==> config.mk <==
export PLATFORM = sky130hd
export DESIGN_NAME = dlfloat_dot_acc
export DESIGN_NICKNAME = d
export VERILOG_FILES = /design/src/rtl/dlfloat_dot_acc.sv
export SDC_FILE = /design/constraint.sdc
export NUM_CORES = 1
export LEC_CHECK = 0
export CELL_PAD_IN_SITES_DETAIL_PLACEMENT = 1
export CELL_PAD_IN_SITES_GLOBAL_PLACEMENT = 2
export CORE_MARGIN = 3
export CORE_UTILIZATION = 37
export DETAILED_ROUTE_END_ITERATION = 12
export HOLD_SLACK_MARGIN = 0.05
export PLACE_DENSITY_LB_ADDON = 0.15
export SYNTH_ARGS = -nofsm -noshare
export SYNTH_HDL_FRONTEND = slang
export SYNTH_SLANG_ARGS = --single-unit
==> constraint.sdc <==
create_clock -name clk -period 9.9 [get_ports clk]
set_input_delay 1.98 -clock clk [delete_from_list [all_inputs] [get_ports clk]]
set_output_delay 1.98 -clock clk [all_outputs]
set_load 0.03 [all_outputs]
==> src/rtl/dlfloat_dot_acc.sv <==
// dlfloat_dot_acc: DLFloat16 dot-product engine.
//
// Accepts VEC_LEN operand pairs over a valid/ready handshake, multiplies each pair,
// accumulates the products and presents the sum over a valid/ready output handshake.
// Format: {sign, exp[5:0] (bias 31), mant[8:0]} with hidden 1; exp 0 encodes zero.
//
// Parameters:
//   VEC_LEN  pairs per result (1..255)
//   CHAIN    0: accumulator cleared after each result, 1: running sum carried over
//   CNT_W    width of count, 2^CNT_W > VEC_LEN
//
// Ports:
//   clk        clock, rising edge
//   rst_n      asynchronous active-low reset
//   clr        synchronous abort: drops partial sum and pending product
//   in_valid   operand pair present      in_ready   pair accepted this cycle
//   a, b       DLFloat16 operands
//   out_valid  result present            out_ready  consumer takes result
//   result     accumulated sum           count      pairs accepted in current vector
module dlfloat_dot_acc #(
    parameter int unsigned VEC_LEN = 8,
    parameter int unsigned CHAIN   = 0,
    parameter int unsigned CNT_W   = 8
) (
    input  logic             clk,
    input  logic             rst_n,
    input  logic             clr,
    input  logic             in_valid,
    output logic             in_ready,
    input  logic [15:0]      a,
    input  logic [15:0]      b,
    output logic             out_valid,
    input  logic             out_ready,
    output logic [15:0]      result,
    output logic [CNT_W-1:0] count
);

    localparam logic [CNT_W-1:0] LastCnt = CNT_W'(VEC_LEN - 1);

    typedef enum logic [1:0] {StAcc, StDrain, StDone} state_e;

    state_e      state;
    logic [15:0] acc;
    logic [15:0] prod;
    logic        prod_vld;
    logic        accept;

    // in_ready is a registered flag that is only ever high in StAcc
    assign accept = in_valid & in_ready;
    assign result = acc;

    // ---------------------------------------------------------------- multiplier
    logic [9:0]  mul_ma, mul_mb;
    logic [19:0] mul_p;
    logic [8:0]  mul_mant;
    logic [8:0]  mul_esum;
    logic        mul_sign;
    logic [15:0] mul_res;

    always_comb begin
        mul_ma   = {1'b1, a[8:0]};
        mul_mb   = {1'b1, b[8:0]};
        mul_p    = mul_ma * mul_mb;
        mul_sign = a[15] ^ b[15];
        mul_mant = mul_p[19] ? mul_p[18:10] : mul_p[17:9];
        // Biased sum ea+eb (+1 when normalising); result exponent is this minus 31
        mul_esum = {3'b000, a[14:9]} + {3'b000, b[14:9]} + {8'd0, mul_p[19]};
        if (a[14:9] == 6'd0 || b[14:9] == 6'd0) begin
            mul_res = 16'h0000;
        end else if (mul_esum > 9'd93) begin
            mul_res = {mul_sign, 6'd62, 9'h1FF};
        end else if (mul_esum < 9'd32) begin
            mul_res = 16'h0000;
        end else begin
            mul_res = {mul_sign, 6'(mul_esum - 9'd31), mul_mant};
        end
    end

    logic unused_mul_lsbs;
    assign unused_mul_lsbs = ^mul_p[8:0];

    // ---------------------------------------------------------------- adder
    logic        add_swap;
    logic        big_s, small_s;
    logic [5:0]  big_e, small_e, add_sh;
    logic [9:0]  big_sig, small_sig;
    logic [10:0] add_sum;
    logic [9:0]  add_diff, add_norm;
    logic [3:0]  add_lz;
    logic [15:0] add_res;

    always_comb begin
        // Larger magnitude goes on the "big" side; it sets exponent and sign
        add_swap = (prod[14:9] > acc[14:9]) ||
                   ((prod[14:9] == acc[14:9]) && (prod[8:0] > acc[8:0]));
        big_s    = add_swap ? prod[15]   : acc[15];
        big_e    = add_swap ? prod[14:9] : acc[14:9];
        big_sig  = add_swap ? {1'b1, prod[8:0]} : {1'b1, acc[8:0]};
        small_s  = add_swap ? acc[15]    : prod[15];
        small_e  = add_swap ? acc[14:9]  : prod[14:9];
        add_sh   = big_e - small_e;
        small_sig = (add_sh >= 6'd11) ? 10'd0
                  : ((add_swap ? {1'b1, acc[8:0]} : {1'b1, prod[8:0]}) >> add_sh);
        add_sum  = {1'b0, big_sig} + {1'b0, small_sig};
        add_diff = big_sig - small_sig;
        add_lz   = 4'd0;
        for (int i = 0; i < 10; i++) begin
            if (add_diff[i]) add_lz = 4'(9 - i);
        end
        add_norm = add_diff << add_lz;

        if (acc[14:9] == 6'd0) begin
            add_res = prod;
        end else if (prod[14:9] == 6'd0) begin
            add_res = acc;
        end else if (big_s == small_s) begin
            if (add_sum[10]) begin
                add_res = (big_e >= 6'd62) ? {big_s, 6'd62, 9'h1FF}
                                           : {big_s, big_e + 6'd1, add_sum[9:1]};
            end else begin
                add_res = {big_s, big_e, add_sum[8:0]};
            end
        end else if (add_diff == 10'd0) begin
            add_res = 16'h0000;
        end else if ({2'b00, add_lz} >= big_e) begin
            add_res = 16'h0000;
        end else begin
            add_res = {big_s, big_e - {2'b00, add_lz}, add_norm[8:0]};
        end
    end

    logic unused_add_msb;
    assign unused_add_msb = add_norm[9];

    // ---------------------------------------------------------------- control FSM
    always_ff @(posedge clk or negedge rst_n) begin
        if (!rst_n) begin
            state     <= StAcc;
            count     <= '0;
            in_ready  <= 1'b1;
            out_valid <= 1'b0;
        end else if (clr) begin
            state     <= StAcc;
            count     <= '0;
            in_ready  <= 1'b1;
            out_valid <= 1'b0;
        end else begin
            unique case (state)
                StAcc: begin
                    if (in_valid) begin
                        count <= count + CNT_W'(1);
                        if (count == LastCnt) begin
                            state    <= StDrain;
                            in_ready <= 1'b0;
                        end
                    end
                end
                StDrain: begin
                    state     <= StDone;
                    out_valid <= 1'b1;
                end
                StDone: begin
                    if (out_ready) begin
                        state     <= StAcc;
                        count     <= '0;
                        in_ready  <= 1'b1;
                        out_valid <= 1'b0;
                    end
                end
                default: begin
                    state     <= StAcc;
                    count     <= '0;
                    in_ready  <= 1'b1;
                    out_valid <= 1'b0;
                end
            endcase
        end
    end

    // ---------------------------------------------------------------- datapath
    always_ff @(posedge clk or negedge rst_n) begin
        if (!rst_n) begin
            prod     <= 16'h0000;
            prod_vld <= 1'b0;
            acc      <= 16'h0000;
        end else if (clr) begin
            prod     <= 16'h0000;
            prod_vld <= 1'b0;
            acc      <= 16'h0000;
        end else begin
            prod_vld <= accept;
            if (accept) prod <= mul_res;
            if (prod_vld) begin
                acc <= add_res;
            end else if (state == StDone && out_ready && CHAIN == 0) begin
                acc <= 16'h0000;
            end
        end
    end

endmodule

==> summary.md <==
| Metric | Value |
|---|---|
| Grt peak-use layer | `met2` |
| Pre-antenna DRT Iters | `4` |
| Nets | `1,368` |
| Die height | `around 160 um` |
| Synth Net Count | `approximately 1,300` |
| Drt total wl | `~28 mm` |
| Tcrit/Tclk final | `between 90% and 100%` |
| Met1 Resource Use GR | `31.4%` |
| Worst-path clk slew | `roughly 70 ps` |
| Via Count | `just over 8,000` |
| FP Rows | `56` |
| Routed Antenna Nets | `0` |
| Top FF cell, synth | `dfrtp_1` |
| R2R cell count | `37` |
| Register area share after synthesis | `between 10% and 20%` |
| Util after Layout | `a little over two fifths` |
| GPL Wtd Cong | `about 0.83` |
| Worst Clk Skew | `between 9 and 10 ps` |
| Remaining Overflow, GRT | `0` |
| Fin. Hold Viols | `0` |
| Die Wd | `162 um` |
| Startpoint Class | `input port` |
| Post-synth EDFFs | `0` |
| Max Fclk | `about 110 MHz` |
| Status | `finished clean` |
| Fillers | `2,945` |
| Hold/Removal Path Class | `reg -> reg` |
| # clock sinks | `45` |
| Post-DP HPWL | `around 23 mm` |
| Hold depth | `2` |
| Insertion delay to the later sink of the worst-skew pair | `approximately 300 ps` |
| Via/cell ratio | `~5.6` |
| DRC viols | `0` |
| Violation count after the first detailed-route iteration | `between 300 and 400` |
| Mapped cell area | `roughly 0.009 mm^2` |
| Top-area cell type share of the netlist area | `approximately 15%` |
| Clock Tree Buf Depth | `2` |
| CP bufs+invs | `4` |
| Vias in the first global route | `around 8,600` |
| GR Util met3 | `roughly 1.7%` |
| Worst slew pin tran | `around 1100 ps` |
| Layout cell share with drive strength beyond 1 | `around 7%` |
| First-pass GRT wire length | `about 46 mm` |
| Clock Tree Root | `clkbuf_16` |
| Area grow syn2layout | `13.2%` |
| Met2 GRT Util | `roughly 36%` |
| Ant. Diodes | `0` |
| Slowest CP cell | `clkdlybuf4s50_1` |
| WP data required | `a little over 10,000 ps` |
| Stages on worst setup path | `29` |
| Average footprint of a synthesized cell | `between 8 and 9 um^2` |
| Kind of cell adding the most delay to the critical path | `adder cells` |
| Number of synthesized register bits | `between 40 and 50` |
| Core Box Area | `between 0.02 and 0.025 mm^2` |
| Post-route setup slack | `around 600 ps` |
| CP max FO | `10` |
| Total GRT Usage | `between 20% and 30%` |
| Postcts setup bufs | `0` |
| Most common cell after layout, fill and taps aside | `inv_1` |
| DIE AREA | `about 0.026 mm^2` |
| Placement Setup Slack | `roughly 100 ps` |
| Crit path time final | `about 9300 ps` |
| R2R Setup Slk | `850 ps` |
| Inserted Clock Buffers | `5` |
| Normalized max-slew margin | `approximately a quarter` |
| Final setup vio count | `0` |
| CTS tree | `built` |
| Crit. End Element | `flip-flop` |
| Largest cells by area after synthesis | `fa_1 (15%), ha_1 (14%), dfrtp_1 (12%)` |
| Post-Synthesis Cells | `~1,100` |
| Most area-hungry cell type in the Yosys netlist | `fa_1` |
| Ys Warns | `0` |
| Most frequent cells in the layout | `inv_1 (108), ha_1 (101), nand2_1 (100), nor2_1 (90), a21oi_1 (72)` |
| # IOs | `63` |
| Slew Limit Fails | `0` |
| CP peak stage delay | `700 ps` |
| Critical path class | `in -> reg` |
| Worst Path Arrival | `around 9500 ps` |
| Largest net degree at the start of global routing | `46` |
| Max Cap Viol | `0` |
| Post-synth cell types | `93` |
| Fraction of registers with async set or reset after synthesis | `between 90% and 100%` |
| Unrepaired setup endpoints after global routing | `false` |
| Avg WL per Cell | `18.7 um` |
| Initial Utilization | `about two fifths` |
| CP most frequent cell | `fa_1` |
| H-tree levels | `2` |
| Setup TNS | `0 ps` |
| Antenna violations before repair | `0` |
| I/O Buffers | `62` |
==> routing by layer <==
layer	vias to the layer above	share of wire [%]
li1	4039	-
met1	4077	50
met2	92	47
met3	29	2.1
met4	0	1.4
met5	-	0
==> synthesized netlist by cell type, types with 18 or more instances <==
| library cell | n |
|---|---|
| and2_1 | 58 |
| nor2_1 | 90 |
| xnor2_1 | 21 |
| ha_1 | 101 |
| inv_1 | 108 |
| nor2b_1 | 18 |
| nand2b_1 | 18 |
| nand3_1 | 23 |
| nor3_1 | 22 |
| clkbuf_1 | 23 |
| nand2_1 | 100 |
| a21oi_1 | 72 |
| a21o_1 | 18 |
| fa_1 | 66 |
| o21ai_0 | 57 |
| dfrtp_1 | 44 |
==> final cells by class <==
type                    count  area (um^2)  share of cell area [%]
flip-flops and latches     45         1130                    11.1
well taps                 319          399                    3.92
clock buffers               5          125                    1.23
clock inverters             3         47.5                   0.466
multi-input cells         918         7300                    71.6
repair buffers             82          777                    7.62
inverters                 112          420                    4.12
==> logic make-up after synthesis <==
family | Yosys count | share of synthesized area (%)
and+or+nand+nor | 385 | 21.5
AOI/OAI and AO/OA | 314 | 25.2
DFF | 45 | 12.5
xor gates and xnor gates | 32 | 3.11
buffers and inverters | 146 | 6.55
muxes | 20 | 2.40
adders and majority gates | 167 | 28.7
==> worst paths after layout <==
path	startpoint	end
max	b[7]	prod[6]
min	out_valid	out_valid
max reg2reg	result[11]	result[3]
min reg2reg	out_valid	out_valid
max in group asynchronous	rst_n	result[3]
min in group asynchronous	rst_n	count[0]
==> worst reg2reg max path, delay by kind of cell, from the launching register on <==
| kind | cells | cell delay, ps |
|---|---|---|
| compound gates | 16 | 3400 |
| simple gates | 14 | 3170 |
| fa+ha+maj | 4 | 1510 |
| flops | 1 | 480 |
| mux | 1 | 240 |
| buf+inv | 2 | 190 |
==> flip-flops by register name (all words and copies together), names as in the netlist <==
name / count
count: 8
out_valid: 1
in_ready: 1
result: 16
prod_vld: 1
state: 2
prod: 16
==> metrics by stage <==
stage / std cells / cell area [um^2] / hold slack, ps
global route: 1484 / 10200 / 548
finish: 1484 / 10200 / 504
floorplan: 1109 / 9000 / 485
detailed placement: 1476 / 10000 / 498
CTS: 1484 / 10200 / 516
global placement: 1476 / 10000 / 482
==> what timing repair did <==
| item | in CTS | in global routing |
|---|---|---|
| hold endpoints to repair | 0 | 0 |
| hold buffers | 0 | 0 |
| setup endpoints to repair | 0 | 10 |
| gates resized for setup | 0 | 5 |
Power is left out: the tool's default activity adds up to more than one toggle a clock period on the data nets, which glitch-free logic cannot reach.
